$ cat src/rtl/riscv_pkg.sv
// Shared RISC-V front-end constants and the fetch FSM state type.
package riscv_pkg;

    localparam logic [31:0] NOP_INST    = 32'h0000_0013;
    localparam logic [31:0] EBREAK_INST = 32'h0010_0073;

    typedef enum logic [1:0] {
        FS_BOOT = 2'd0,
        FS_RUN  = 2'd1,
        FS_HALT = 2'd2
    } fetch_state_t;

endpackage

$ cat src/rtl/if_id_reg.sv
// IF/ID pipeline register: bubble wins over hold, otherwise loads the fetched word.
module if_id_reg
    import riscv_pkg::*;
(
    input  logic        clk,
    input  logic        rst,
    input  logic        i_hold,
    input  logic        i_bubble,
    input  logic [31:0] i_pc,
    input  logic [31:0] i_inst,
    output logic [31:0] o_pc,
    output logic [31:0] o_inst,
    output logic        o_valid
);

    logic [31:0] r_pc;
    logic [31:0] r_inst;
    logic        r_valid;

    always_ff @(posedge clk or posedge rst) begin
        if (rst) begin
            r_pc    <= 32'h0;
            r_inst  <= NOP_INST;
            r_valid <= 1'b0;
        end else if (i_bubble) begin
            r_pc    <= 32'h0;
            r_inst  <= NOP_INST;
            r_valid <= 1'b0;
        end else if (!i_hold) begin
            r_pc    <= i_pc;
            r_inst  <= i_inst;
            r_valid <= 1'b1;
        end
    end

    assign o_pc    = r_pc;
    assign o_inst  = r_inst;
    assign o_valid = r_valid;

endmodule

$ cat src/rtl/fetch_stage.sv
// Instruction fetch stage: PC, BOOT/RUN/HALT control and the IF/ID register.
module fetch_stage
    import riscv_pkg::*;
#(
    parameter logic [31:0] RESET_PC = 32'h0000_0000,
    parameter int          IMEM_AW  = 12
) (
    input  logic               clk,
    input  logic               rst,
    input  logic               stall,
    input  logic               redirect_valid,
    input  logic [31:0]        redirect_pc,
    output logic [IMEM_AW-1:0] imem_addr,
    input  logic [31:0]        imem_inst,
    output logic [31:0]        ifid_pc,
    output logic [31:0]        ifid_inst,
    output logic               ifid_valid,
    output logic               halted
);

    fetch_state_t r_state;
    fetch_state_t w_state_next;
    logic [31:0]  r_pc;
    logic [31:0]  w_pc_next;
    logic [31:0]  w_redirect_aligned;
    logic         w_is_ebreak;
    logic         w_ifid_hold;
    logic         w_ifid_bubble;

    assign w_redirect_aligned = redirect_pc & ~32'h3;
    assign w_is_ebreak        = (imem_inst == EBREAK_INST);

    always_ff @(posedge clk or posedge rst) begin
        if (rst) begin
            r_state <= FS_BOOT;
        end else begin
            r_state <= w_state_next;
        end
    end

    // A redirect overrides stall and every state, including BOOT.
    always_comb begin
        w_state_next = r_state;
        if (redirect_valid) begin
            w_state_next = FS_RUN;
        end else if (!stall) begin
            case (r_state)
                FS_BOOT: w_state_next = FS_RUN;
                FS_RUN:  w_state_next = w_is_ebreak ? FS_HALT : FS_RUN;
                FS_HALT: w_state_next = FS_HALT;
                default: w_state_next = FS_BOOT;
            endcase
        end
    end

    always_comb begin
        w_pc_next     = r_pc;
        w_ifid_hold   = 1'b0;
        w_ifid_bubble = 1'b0;
        if (redirect_valid) begin
            w_pc_next     = w_redirect_aligned;
            w_ifid_bubble = 1'b1;
        end else if (stall) begin
            w_ifid_hold = 1'b1;
        end else begin
            case (r_state)
                FS_RUN: begin
                    // EBREAK is latched but the PC parks on it.
                    if (!w_is_ebreak) begin
                        w_pc_next = r_pc + 32'd4;
                    end
                end
                default: w_ifid_bubble = 1'b1;
            endcase
        end
    end

    always_ff @(posedge clk or posedge rst) begin
        if (rst) begin
            r_pc <= RESET_PC & ~32'h3;
        end else begin
            r_pc <= w_pc_next;
        end
    end

    if_id_reg u_if_id_reg (
        .clk      (clk),
        .rst      (rst),
        .i_hold   (w_ifid_hold),
        .i_bubble (w_ifid_bubble),
        .i_pc     (r_pc),
        .i_inst   (imem_inst),
        .o_pc     (ifid_pc),
        .o_inst   (ifid_inst),
        .o_valid  (ifid_valid)
    );

    assign imem_addr = r_pc[IMEM_AW-1:0];
    assign halted    = (r_state == FS_HALT);

endmodule

$ cat config.mk
export PLATFORM = sky130hd
export DESIGN_NAME = fetch_stage
export DESIGN_NICKNAME = d
export VERILOG_FILES = /design/src/rtl/riscv_pkg.sv /design/src/rtl/if_id_reg.sv /design/src/rtl/fetch_stage.sv
export SDC_FILE = /design/constraint.sdc
export NUM_CORES = 1
export LEC_CHECK = 0
export BUFFER_PORTS_ARGS = -buffer_cell sky130_fd_sc_hd__buf_2
export CORE_MARGIN = 2
export CORE_UTILIZATION = 51
export CTS_CLUSTER_DIAMETER = 120
export CTS_CLUSTER_SIZE = 40
export DETAILED_ROUTE_END_ITERATION = 10
export PLACE_DENSITY = 0.81
export SYNTH_ARGS = -nofsm -noshare
export SYNTH_HDL_FRONTEND = slang
export SYNTH_SLANG_ARGS = --single-unit
$ cat constraint.sdc
create_clock -name clk -period 6.3 [get_ports clk]
set_clock_uncertainty 0.1 [all_clocks]
set_input_delay 1.26 -clock clk [delete_from_list [all_inputs] [get_ports clk]]
set_output_delay 1.26 -clock clk [all_outputs]
set_load 0.02 [all_outputs]
=== Word-level counts from Yosys, hierarchy flattened ===
Index checks and enable logic that the tools add are counted.

* Muxes and demuxes: 19
* Eq/ne operators: 6
* Reductions and logical operators: 3
* Add/sub/neg operators: 1

{| class="wikitable"
|+ Operator list
! operator !! number
|-
| 32-bit 2-to-1 mux || 8
|-
| 32-bit by 3-bit adder with 32-bit output (second input constant) || 1
|-
| 32-bit by 21-bit == test with 1-bit output (second input constant) || 1
|-
| 1-bit 2-to-1 mux || 7
|-
| 2-bit 2-to-1 mux || 3
|-
| 2-bit case mux with 3 select lines || 1
|-
| 2-bit inequality test (second input constant) || 2
|-
| 3-bit AND reduction || 1
|-
| 2-bit by 1-bit == test with 1-bit output (second input constant) || 1
|-
| 2-bit == test (second input constant) || 1
|-
| 2-bit zero test || 1
|-
| 2-bit by 1-bit inequality test with 1-bit output (second input constant) || 1
|-
| 2-bit nonzero test || 1
|}

* Input port bits: 68
* Word-level logic and storage cells: 34
* Flip-flop bits (word level): 99
* Output and inout bits: 78

=== Depth between registers and ports, before layout ===
Gate-level depths: netlist of the first run.

* Depth in word-level cells: 5
* Gate-level depth with buffers: 7
* Mapped depth without buffers: 6

=== Hierarchy ===
A second synthesis of the first run with hierarchy kept.

* Cell total of the unflattened synthesis: 446
* Area, all modules: 4724.5 um^2

{| class="wikitable"
|+ Modules (own cells, without submodules)
! module !! cells an instance !! seq. area each (um^2) !! area an instance (um^2) !! times used
|-
| if_id_reg || 211 || 1630.3 || 2668.8 || 1
|-
| fetch_stage || 235 || 800.8 || 2055.7 || 1
|}

=== Worst setup path after synthesis of the first run ===
OpenSTA, ideal clock, no wires.

* Kind: input -> register
* Start point: input port imem_inst[22]
* End point: register r_pc[28]
* Arrival time: 2.607 ns
* Path slack: 3.461 ns
* Path buffers: 2
* Cell stages on the path: 7
* Library setup time: 0.132 ns
* Data required time: 6.068 ns
* Cell sequence: nor4b_1 nand4_1 clkbuf_1 clkbuf_1 o2111ai_1 xor2_1 o21ai_1

* Cells in the longest elaborated chain, start to end: 3

{| class="wikitable"
|+ Ends and longest elaborated chain
! what !! RTL line !! text
|-
| from (decl) || fetch_stage.sv:14 || <nowiki>input logic [31:0] imem_inst,</nowiki>
|-
| 32-bit by 21-bit == test with 1-bit output || fetch_stage.sv:31 || <nowiki>assign w_is_ebreak = (imem_inst == EBREAK_INST);</nowiki>
|-
| 2-bit inequality test (no source line) || n/a ||
|-
| 3-bit AND reduction (no source line) || n/a ||
|-
| to (signal assigned) || fetch_stage.sv:80 || <nowiki>r_pc <= RESET_PC & ~32'h3;</nowiki>
|-
| to (signal assigned) || fetch_stage.sv:82 || <nowiki>r_pc <= w_pc_next;</nowiki>
|-
| to (decl) || fetch_stage.sv:23 || <nowiki>logic [31:0] r_pc;</nowiki>
|}

Every way passes these cells.
A chain may end at the register's enable or synchronous reset.

=== Final worst setup path of the first run ===
* Start point: input port imem_inst[13]
* End point: register r_pc[3]

The elaborated chain is that of the path after synthesis.

==> impl_metrics.json, run 1 <==
{
  "grt_max_degree": 71,
  "final_nets": 583,
  "drc": 0,
  "core_um2": 8300,
  "setup-tns-final_ns": 0,
  "power_density_nw_per_um2": 256,
  "cts.htree.levels": 3,
  "crit_slowest_cell": "nand4_1",
  "worstSetupPathType": "input port to register",
  "cp-start-kind": "input port",
  "async_reset_ff_frac": 1.00,
  "setup_viol": 0,
  "grtUsageTotal": 0.227,
  "critPathLaunch": "imem_inst[13]",
  "drive_above_1_share": 0.341,
  "p_clk_frac": 0.333,
  "whs_endpoint": "u_if_id_reg.o_valid$_DFFE_PP0P_",
  "cp.arrival_ns": 3.77,
  "vdd_drop_max_mv": 0.144,
  "via_per_inst": 5.83,
  "clkTransAtPathRegs_ns": 0.09,
  "antenna_found_initial": 0,
  "finalCriticalPeriod_ns": 3.65,
  "worst_pin_slew_ns": 1.08,
  "design_area_um2": 5320,
  "syn_area_um2": 4410,
  "placedInstanceArea_um2": 5090,
  "final.period_utilization": 0.580,
  "max_slew_margin": 0.274,
  "syn_inst": 396,
  "cp_slowest_stage_delay_ns": 0.83,
  "dieArea_um2": 9400,
  "status": "finished, final reports clean",
  "total_power_w": 0.00136,
  "grt_pass1_wl_um": 17300,
  "synth-edff-count": 0,
  "ant_nets": 0,
  "crit_path_cell_trace": "buf_2, nor4_1, nand4_1, o21ai_2, mux2i_1, o21ai_1",
  "row_count": 33,
  "min_delay_path_depth": 2,
  "r2r_slack_ns": 3.72,
  "rr_worst_depth": 4,
  "drtIter0Drc": 155,
  "p_int_w": 0.000972,
  "cts_buffers": 9,
  "post-route-util": 0.641,
  "ys_seq_area_frac": 0.540,
  "postCtsSetupBuffers": 0,
  "sw_frac_of_total": 0.287,
  "die_width_um": 97.0,
  "min_path_type": "register to register",
  "p_comb_frac": 0.155,
  "yosysUniqueCellTypes": 48,
  "ys.flop_type": "dfrtp_1",
  "final_cells": 624,
  "yosysWarnings": 0,
  "insertion_delay_ns": 0.36,
  "cts_resized": 0,
  "cts_max_path_buffers": 2,
  "maxCapViolCount": 0,
  "io_pins": 146,
  "power_switching_w": 0.000391,
  "cts-root-buf": "clkbuf_8",
  "crit_fanout": 20,
  "portBuffers": 139,
  "ctsHoldBuffers": 0,
  "r2r_end": "r_pc[27]$_DFFE_PP0P_",
  "required_ns": 6.41,
  "hold_violations": 0,
  "gp_congestion": 0.867,
  "drtPass1Iterations": 5,
  "syn_area_per_cell_um2": 11.1,
  "cp-end-kind": "register",
  "syn2layout_area_growth_pct": 20.8,
  "rsz0062_at_grt": "no",
  "dp_hpwl_um": 7490,
  "antenna_cells": 0,
  "leakagePower_nw": 2.55,
  "sequentialPowerShare": 0.512,
  "grt_pass1_vias": 3499,
  "ys_ff_latch": 95,
  "fmax_mhz": 274,
  "wl_per_cell_um": 17.3,
  "grt_overflow": 0,
  "start_util": 0.531,
  "cts_sinks": 95,
  "drv_slew": 0,
  "cts_tree": "built",
  "reg2reg_from": "r_state[1]$_DFFE_PP0N_",
  "wirelength_um": 10800,
  "min-delay-start": "u_if_id_reg.o_valid$_DFFE_PP0P_",
  "dr_total_vias": 3637,
  "dp_cells": 608,
  "die_h_um": 97.0
}
metrics by stage:
step	hold slack [ns]	worst slack (ns)
finish	0.374	2.65
global route	0.420	2.35
CTS	0.383	2.67
detailed placement	0.361	2.21
global placement	0.355	2.34
floorplan	0.399	2.47
synth_stat cells (all sizes together) (2+ instances only):
cell,count,share of area
dfrtp,92,0.52
a22o,57,0.11
nand2,34,0.029
o21ai,29,0.034
clkbuf,22,0.019
buf,17,0.026
nor2,15,0.013
xor2,15,0.030
o2111ai,11,0.023
nand3,9,0.010
nand4,9,0.020
nor3,9,0.010
nor4,8,0.016
xnor2,7,0.014
o211ai,6,0.010
or3,6,0.0085
a31oi,5,0.0071
inv,5,0.0043
a21oi,3,0.0034
and4,3,0.0060
dfstp,3,0.018
mux2,3,0.0077
mux2i,3,0.0068
o22a,3,0.0060
a2111oi,2,0.0068
a211oi,2,0.0034
nor2b,2,0.0028
o31ai,2,0.0034
or4,2,0.0034
placed cells by master (no fill, tap or decap), types with 3 or more instances in the layout:
master / instances
o21ai_1: 24
conb_1: 4
xnor2_1: 7
nand2_1: 34
and4_1: 3
a22o_1: 57
buf_2: 139
or3_1: 6
nor2_1: 14
dfrtp_1: 92
mux2_2: 3
o2111ai_1: 10
o21ai_0: 4
o211ai_1: 6
nand3_1: 9
xor2_1: 15
clkbuf_8: 10
o22a_1: 3
inv_1: 4
nor3_1: 9
a31oi_1: 5
nor4_1: 6
nand4_1: 7
buf_4: 4
a21oi_1: 3
dfstp_2: 3
mux2i_1: 3
kinds of logic (layout without fill, tap and decap cells):
kind of cell | after synthesis | in the layout | synth area share
AOI/OAI and AO/OA | 122 | 122 | 0.215
and+or+nand+nor | 104 | 104 | 0.133
DFF | 95 | 95 | 0.540
buffers and inverters | 45 | 165 | 0.0503
xor gates and xnor gates | 22 | 22 | 0.0437
muxes | 6 | 6 | 0.0145
adders and majority gates | 1 | 1 | 0.00284
other | 1 | 4 | 0.000851
layout make-up:
type / count / area, um2
tap: 105 / 131
clock inverter: 6 / 91.3
sequential: 95 / 2380
fill: 675 / 2980
clock buffer: 10 / 138
multi-input combinational: 259 / 1830
timing repair buffer: 143 / 726
inverter: 6 / 25.0
power by group through the flow:
stage          Clock (W)  Combinational, W  Sequential [W]
2_1_floorplan          0          0.000115        0.000732
3_3_place_gp           0          0.000208        0.000707
3_5_place_dp           0          0.000212        0.000709
4_1_cts         0.000460          0.000214        0.000697
5_1_grt         0.000487          0.000230        0.000705
6_report        0.000454          0.000211        0.000698
sequential cells by signal, summed over array words and instances, names as in the netlist:
| register | cells |
|---|---|
| r_pc | 30 |
| r_state | 2 |
| u_if_id_reg.o_inst | 32 |
| u_if_id_reg.o_pc | 30 |
| u_if_id_reg.o_valid | 1 |
routing by layer:
layer  wire (um)  vias up  GRT usage
li1            -     1713          -
met1        4990     1753      0.329
met2        4860      156      0.354
met3         754       15     0.0397
met4         164        0     0.0683
met5           0        -          0
worst max-delay path: cells and delay by family:
kind                   cells  cell delay [ns]
AND/OR/NAND/NOR            2             1.27
multiplexers               1             0.25
AO/OA/AOI/OAI              2             0.87
buffers and inverters      1             0.11
worst max-delay path by stage:
stage                           end
3_5_place_dp    r_pc[3]$_DFFE_PP0P_
4_1_cts         r_pc[3]$_DFFE_PP0P_
2_1_floorplan  r_pc[10]$_DFFE_PP0P_
6_report        r_pc[3]$_DFFE_PP0P_
3_3_place_gp    r_pc[3]$_DFFE_PP0P_
5_1_grt        r_pc[15]$_DFFE_PP0P_
Note: power is estimated with default switching activity, not from simulation.
==> inputs of run 2 (changes only) <==
Clock period 6.3 ns to 3.4 ns, I/O delays scaled along.
==> run 2 against run 1 <==
Net effect:
- combinational power rose by 89%
- global-route usage rose by 1.1 points
- cell area rose by 0.38%
- cell count rose by 0.96%
- first-iteration DRC count rose by 7.7%
- clock-buffer cell count did not move
- routed wire length rose by 3.9%
- register-to-register slack got worse by 2.7 ns
- core utilization rose by 0.24 points
==> impl_metrics.json, run 2 (same netlist as run 1, synthesis figures left out) <==
{
  "sw_frac_of_total": 0.295,
  "die_h_um": 97.0,
  "vdd_drop_max_mv": 0.243,
  "cts.htree.levels": 3,
  "rsz0062_at_grt": "no",
  "antenna_cells": 0,
  "dr_total_vias": 3647,
  "grtUsageTotal": 0.238,
  "ctsHoldBuffers": 0,
  "maxCapViolCount": 0,
  "final_common_cell": "buf_2",
  "cts_tree": "built",
  "p_comb_frac": 0.162,
  "cts-root-buf": "clkbuf_8",
  "row_count": 33,
  "grt_pass1_wl_um": 18200,
  "use_met1": 0.339,
  "grt_max_degree": 53,
  "finalCriticalPeriod_ns": 2.36,
  "final.period_utilization": 0.694,
  "largest_register_ffs": 32,
  "dieArea_um2": 9400,
  "grt_overflow": 0,
  "hold_violations": 0,
  "status": "finished, final reports clean",
  "gp_congestion": 0.858,
  "via_per_inst": 5.79,
  "use_met2": 0.372,
  "ant_nets": 0,
  "worstSetupPathType": "register to register",
  "portBuffers": 139,
  "start_util": 0.531,
  "cp-start-kind": "register",
  "design_area_um2": 5340,
  "final_cell_mix": "139 x buf_2, 92 x dfrtp_1, 57 x a22o_1",
  "cts_sinks": 95,
  "final_nets": 589,
  "placedInstanceArea_um2": 5140,
  "total_power_w": 0.00245,
  "drtPass1Iterations": 4,
  "drtIter0Drc": 167,
  "cts_resized": 0,
  "crit_fanout": 7,
  "leakagePower_nw": 2.57,
  "grt_pass1_vias": 3608,
  "cp.arrival_ns": 2.54,
  "power_density_nw_per_um2": 459,
  "insertion_delay_ns": 0.36,
  "cts_buffers": 9,
  "top_usage_layer": "met2",
  "max_slew_margin": 0.562,
  "fmax_mhz": 424,
  "p_clk_frac": 0.310,
  "use_met3": 0.0556,
  "clkTransAtPathRegs_ns": 0.09,
  "dp_hpwl_um": 8110,
  "antenna_found_initial": 0,
  "required_ns": 3.58,
  "drc": 0,
  "min_path_type": "input port to asynchronous set/reset pin",
  "syn2layout_area_growth_pct": 21.2,
  "cts_max_path_buffers": 2,
  "wirelength_um": 11200,
  "sequentialPowerShare": 0.528,
  "worst_pin_slew_ns": 0.657,
  "setup_viol": 0,
  "final.setup.worst_slack_ns": 1.04,
  "cp-end-kind": "register",
  "postCtsSetupBuffers": 0,
  "io_pins": 146,
  "core_um2": 8300,
  "drv_slew": 0,
  "drive_above_1_share": 0.349,
  "die_width_um": 97.0,
  "wl_per_cell_um": 17.8,
  "pre_cts_ws_ns": 0.752,
  "power_switching_w": 0.000722,
  "p_int_w": 0.00173,
  "setup-tns-final_ns": 0
}
## run 2: cell types whose count changed in the layout (fill, tap and decap cells not counted), sizes merged
| cell | delta |
|---|---|
| buf | +6 |
| bufinv | -1 |
| clkinv | +1 |
## run 2: final cells by class
cell class	count	area (um2)
Tap cell	105	131
Timing Repair Buffer	149	771
Inverter	6	25.0
Multi-Input combinational cell	259	1830
Sequential cell	95	2380
Fill cell	672	2960
Clock inverter	6	66.3
Clock buffer	10	138
## run 2: worst paths after layout
path                                                       from                                  to  slack [ns]  cells past startpoint
worst max-delay path                        r_pc[4]$_DFFE_PP0P_                r_pc[27]$_DFFE_PP0P_        1.04                      5
worst min-delay path                                        rst  u_if_id_reg.o_inst[21]$_DFFE_PP0P_        0.31                      2
worst max register to register              r_pc[4]$_DFFE_PP0P_                r_pc[27]$_DFFE_PP0P_        1.04                      5
worst min register to register  u_if_id_reg.o_valid$_DFFE_PP0P_     u_if_id_reg.o_valid$_DFFE_PP0P_        0.38                      2
max in group asynchronous                                   rst  u_if_id_reg.o_inst[22]$_DFFE_PP0P_        2.12                      3
min in group clk                u_if_id_reg.o_valid$_DFFE_PP0P_     u_if_id_reg.o_valid$_DFFE_PP0P_        0.38                      2
## run 2: power by group through the flow
| stage | clock network [W] | logic (W) | registers, W |
|---|---|---|---|
| after floorplan | 0 | 0.000213 | 0.00136 |
| after CTS | 0.000773 | 0.000402 | 0.00129 |
| after global placement | 0 | 0.000390 | 0.00131 |
| final | 0.000759 | 0.000398 | 0.00130 |
| after detailed placement | 0 | 0.000399 | 0.00131 |
| after global routing | 0.000827 | 0.000434 | 0.00131 |
## run 2: metal layers
| layer | vias up | wire, um |
|---|---|---|
| li1 | 1724 | - |
| met5 | - | 0 |
| met1 | 1777 | 5120 |
| met2 | 132 | 5240 |
| met3 | 14 | 708 |
| met4 | 0 | 114 |
## run 2: stage by stage
stage	hold slack [ns]	instances	utilization
3_5_place_dp	0.361	614	0.619
3_3_place_gp	0.355	614	0.619
4_1_cts	0.331	630	0.644
6_report	0.307	630	0.644
5_1_grt	0.344	630	0.644
2_1_floorplan	0.399	399	-
## run 2: worst max-delay path, cell delays in order (launching register included)
cell and delay [ns]:
dfrtp_1 0.49, nand4_1 0.38, nor4_4 0.39, o2111ai_2 0.21, or4_1 0.55, a31oi_1 0.17
==> inputs of run 3 (changes only) <==
Settings changed: ABC_AREA set to 1, PLACE_DENSITY 0.81 to 0.79.
Clock period 3.4 ns to 2.3 ns, I/O delays scaled along.
==> run 3 against run 2 <==
Net effect:
- clock power is 58% higher
- cell area rose by 13%
- maximum frequency grew 17%
- critical path depth rose by 3
- combinational power increased by 89%
- largest power group unchanged
- worst hold slack worse by 0.19 ns
- global-route usage grew 2.0 points
- setup slack worse by 0.75 ns
- power grew 59%
- cell count up 47%
==> impl_metrics.json, run 3 <==
{
  "status": "finished, final reports clean",
  "p_clk_frac": 0.308,
  "worstSetupPathType": "register to register",
  "power_switching_w": 0.00122,
  "setup-tns-final_ns": 0,
  "dp_hpwl_um": 10000,
  "drtIter0Drc": 201,
  "die_width_um": 103,
  "crit_fanout": 25,
  "dr_total_vias": 4863,
  "gp_congestion": 0.888,
  "start_util": 0.521,
  "syn_area_per_cell_um2": 7.58,
  "cts_max_path_buffers": 2,
  "synth_top_area_frac": 0.456,
  "crit_path_cell_trace": "inv_2, nor2_2, inv_2, nor2_8, nand2_4, nor2_4, a21boi_0, nand2_1",
  "p_comb_frac": 0.193,
  "cp-end-kind": "register",
  "final_cell_mix": "204 x nand2_1, 139 x buf_2, 92 x dfrtp_1",
  "wl_per_cell_um": 14.4,
  "grt_pass1_wl_um": 21300,
  "synth_top_cell_by_area": "dfrtp_1",
  "cts_buffers": 9,
  "die_h_um": 103,
  "setup_viol": 0,
  "total_power_w": 0.00391,
  "cts-root-buf": "clkbuf_8",
  "yosysWarnings": 0,
  "drtPass1Iterations": 5,
  "final_nets": 860,
  "cp_common_cell": "inv_2",
  "ys_top_cells_by_area": "dfrtp_1 46%, nand2_1 15%, nand3_1 6.3%, o21ai_0 6.0%, nor2_1 5.7%",
  "max_slew_margin": 0.660,
  "cp-start-kind": "register",
  "sw_frac_of_total": 0.312,
  "crit_slowest_cell": "nor2_4",
  "r2r_slack_ns": 0.29,
  "p_int_w": 0.00269,
  "synth_most_common_cell": "nand2_1",
  "wirelength_um": 13400,
  "hold_violations": 0,
  "row_count": 36,
  "drive_above_1_share": 0.230,
  "worst_pin_slew_ns": 0.509,
  "portBuffers": 139,
  "largest_register_ffs": 32,
  "pre_cts_ws_ns": 0.321,
  "cts_sinks": 95,
  "synth_common_cells": "204 x nand2_1, 92 x dfrtp_1, 76 x nor2_1, 63 x nand3_1, 60 x o21ai_0",
  "drc": 0,
  "postCtsSetupBuffers": 0,
  "grt_overflow": 0,
  "grt_pass1_vias": 4515,
  "drv_slew": 0,
  "antenna_found_initial": 0,
  "cts.htree.levels": 3,
  "cts_resized": 0,
  "ctsHoldBuffers": 0,
  "fmax_mhz": 497,
  "final.period_utilization": 0.875,
  "cts_tree": "built",
  "dieArea_um2": 10700,
  "required_ns": 2.51,
  "io_pins": 146,
  "core_um2": 9680,
  "maxCapViolCount": 0,
  "via_per_inst": 5.23,
  "insertion_delay_ns": 0.37,
  "antenna_cells": 0,
  "final.setup.worst_slack_ns": 0.287,
  "syn2layout_area_growth_pct": 19.4,
  "grt_max_degree": 96,
  "ys.flop_type": "dfrtp_1",
  "synth-edff-count": 0,
  "async_reset_ff_frac": 1.00,
  "yosysUniqueCellTypes": 34,
  "cp.arrival_ns": 2.22,
  "grtUsageTotal": 0.258,
  "final_common_cell": "nand2_1",
  "sequentialPowerShare": 0.499,
  "leakagePower_nw": 3.13,
  "power_density_nw_per_um2": 648,
  "cp_slowest_stage_delay_ns": 0.44,
  "rsz0062_at_grt": "no",
  "syn_area_um2": 5040,
  "min_path_type": "input port to asynchronous set/reset pin",
  "clkTransAtPathRegs_ns": 0.09,
  "ys_ff_latch": 95,
  "syn_inst": 665,
  "vdd_drop_max_mv": 0.312,
  "ant_nets": 0,
  "finalCriticalPeriod_ns": 2.01,
  "ys_seq_area_frac": 0.472
}
-- run 3: kinds of logic (layout without fill, tap and decap cells) --
logic type | Yosys count | after routing | share of synthesized area
simple gates | 371 | 371 | 0.312
buf+inv | 99 | 227 | 0.0878
flops | 95 | 95 | 0.472
compound gates | 90 | 90 | 0.111
xor+xnor | 8 | 8 | 0.0139
fa+ha+maj | 1 | 1 | 0.00248
other cells | 1 | 4 | 0.000744
-- run 3: through the flow --
step	cell area [um2]	utilization	hold WS [ns]	cells
6_report	6020	0.622	0.121	929
5_1_grt	6020	0.622	0.176	929
4_1_cts	6020	0.622	0.153	929
3_5_place_dp	5800	0.599	0.361	913
3_3_place_gp	5800	0.599	0.361	913
2_1_floorplan	5060	-	0.392	668
-- run 3: layout make-up --
class                           instances  area (um2)
Timing Repair Buffer                  149         783
Clock buffer                           14         183
Clock inverter                          2        37.5
Inverter                               62         236
Multi-Input combinational cell        474        2240
Tap cell                              133         166
Fill cell                             895        3660
Sequential cell                        95        2380
-- run 3: worst max-delay path: cells and delay by family (launching register included) --
family / cells / cell delay [ns]
simple gates: 5 / 1.11
flops: 1 / 0.41
compound gates: 1 / 0.19
buf+inv: 2 / 0.13
-- run 3: worst paths after layout --
kind | startpoint | to | cells past startpoint
worst min-delay path | rst | u_if_id_reg.o_inst[13]$_DFFE_PP0P_ | 3
min in group clk | redirect_pc[20] | r_pc[20]$_DFFE_PP0P_ | 3
worst max register to register | r_state[0]$_DFFE_PP0N_ | r_pc[6]$_DFFE_PP0P_ | 8
max in group asynchronous | rst | u_if_id_reg.o_inst[1]$_DFFE_PP1P_ | 3
worst max-delay path | r_state[0]$_DFFE_PP0N_ | r_pc[6]$_DFFE_PP0P_ | 8
worst min register to register | u_if_id_reg.o_valid$_DFFE_PP0P_ | u_if_id_reg.o_valid$_DFFE_PP0P_ | 2
-- run 3: power by group through the flow --
stage	registers (W)	logic, W	clock network, W
CTS	0.00195	0.000758	0.00122
global placement	0.00197	0.000741	0
floorplan	0.00203	0.000434	0
detailed placement	0.00198	0.000755	0
global route	0.00197	0.000843	0.00129
finish	0.00195	0.000754	0.00120
-- run 3: layer usage --
metal / global-route usage / part of all wire
met5: 0 / 0
met1: 0.330 / 0.43
met2: 0.429 / 0.48
met4: 0.101 / 0.019
met3: 0.0565 / 0.073
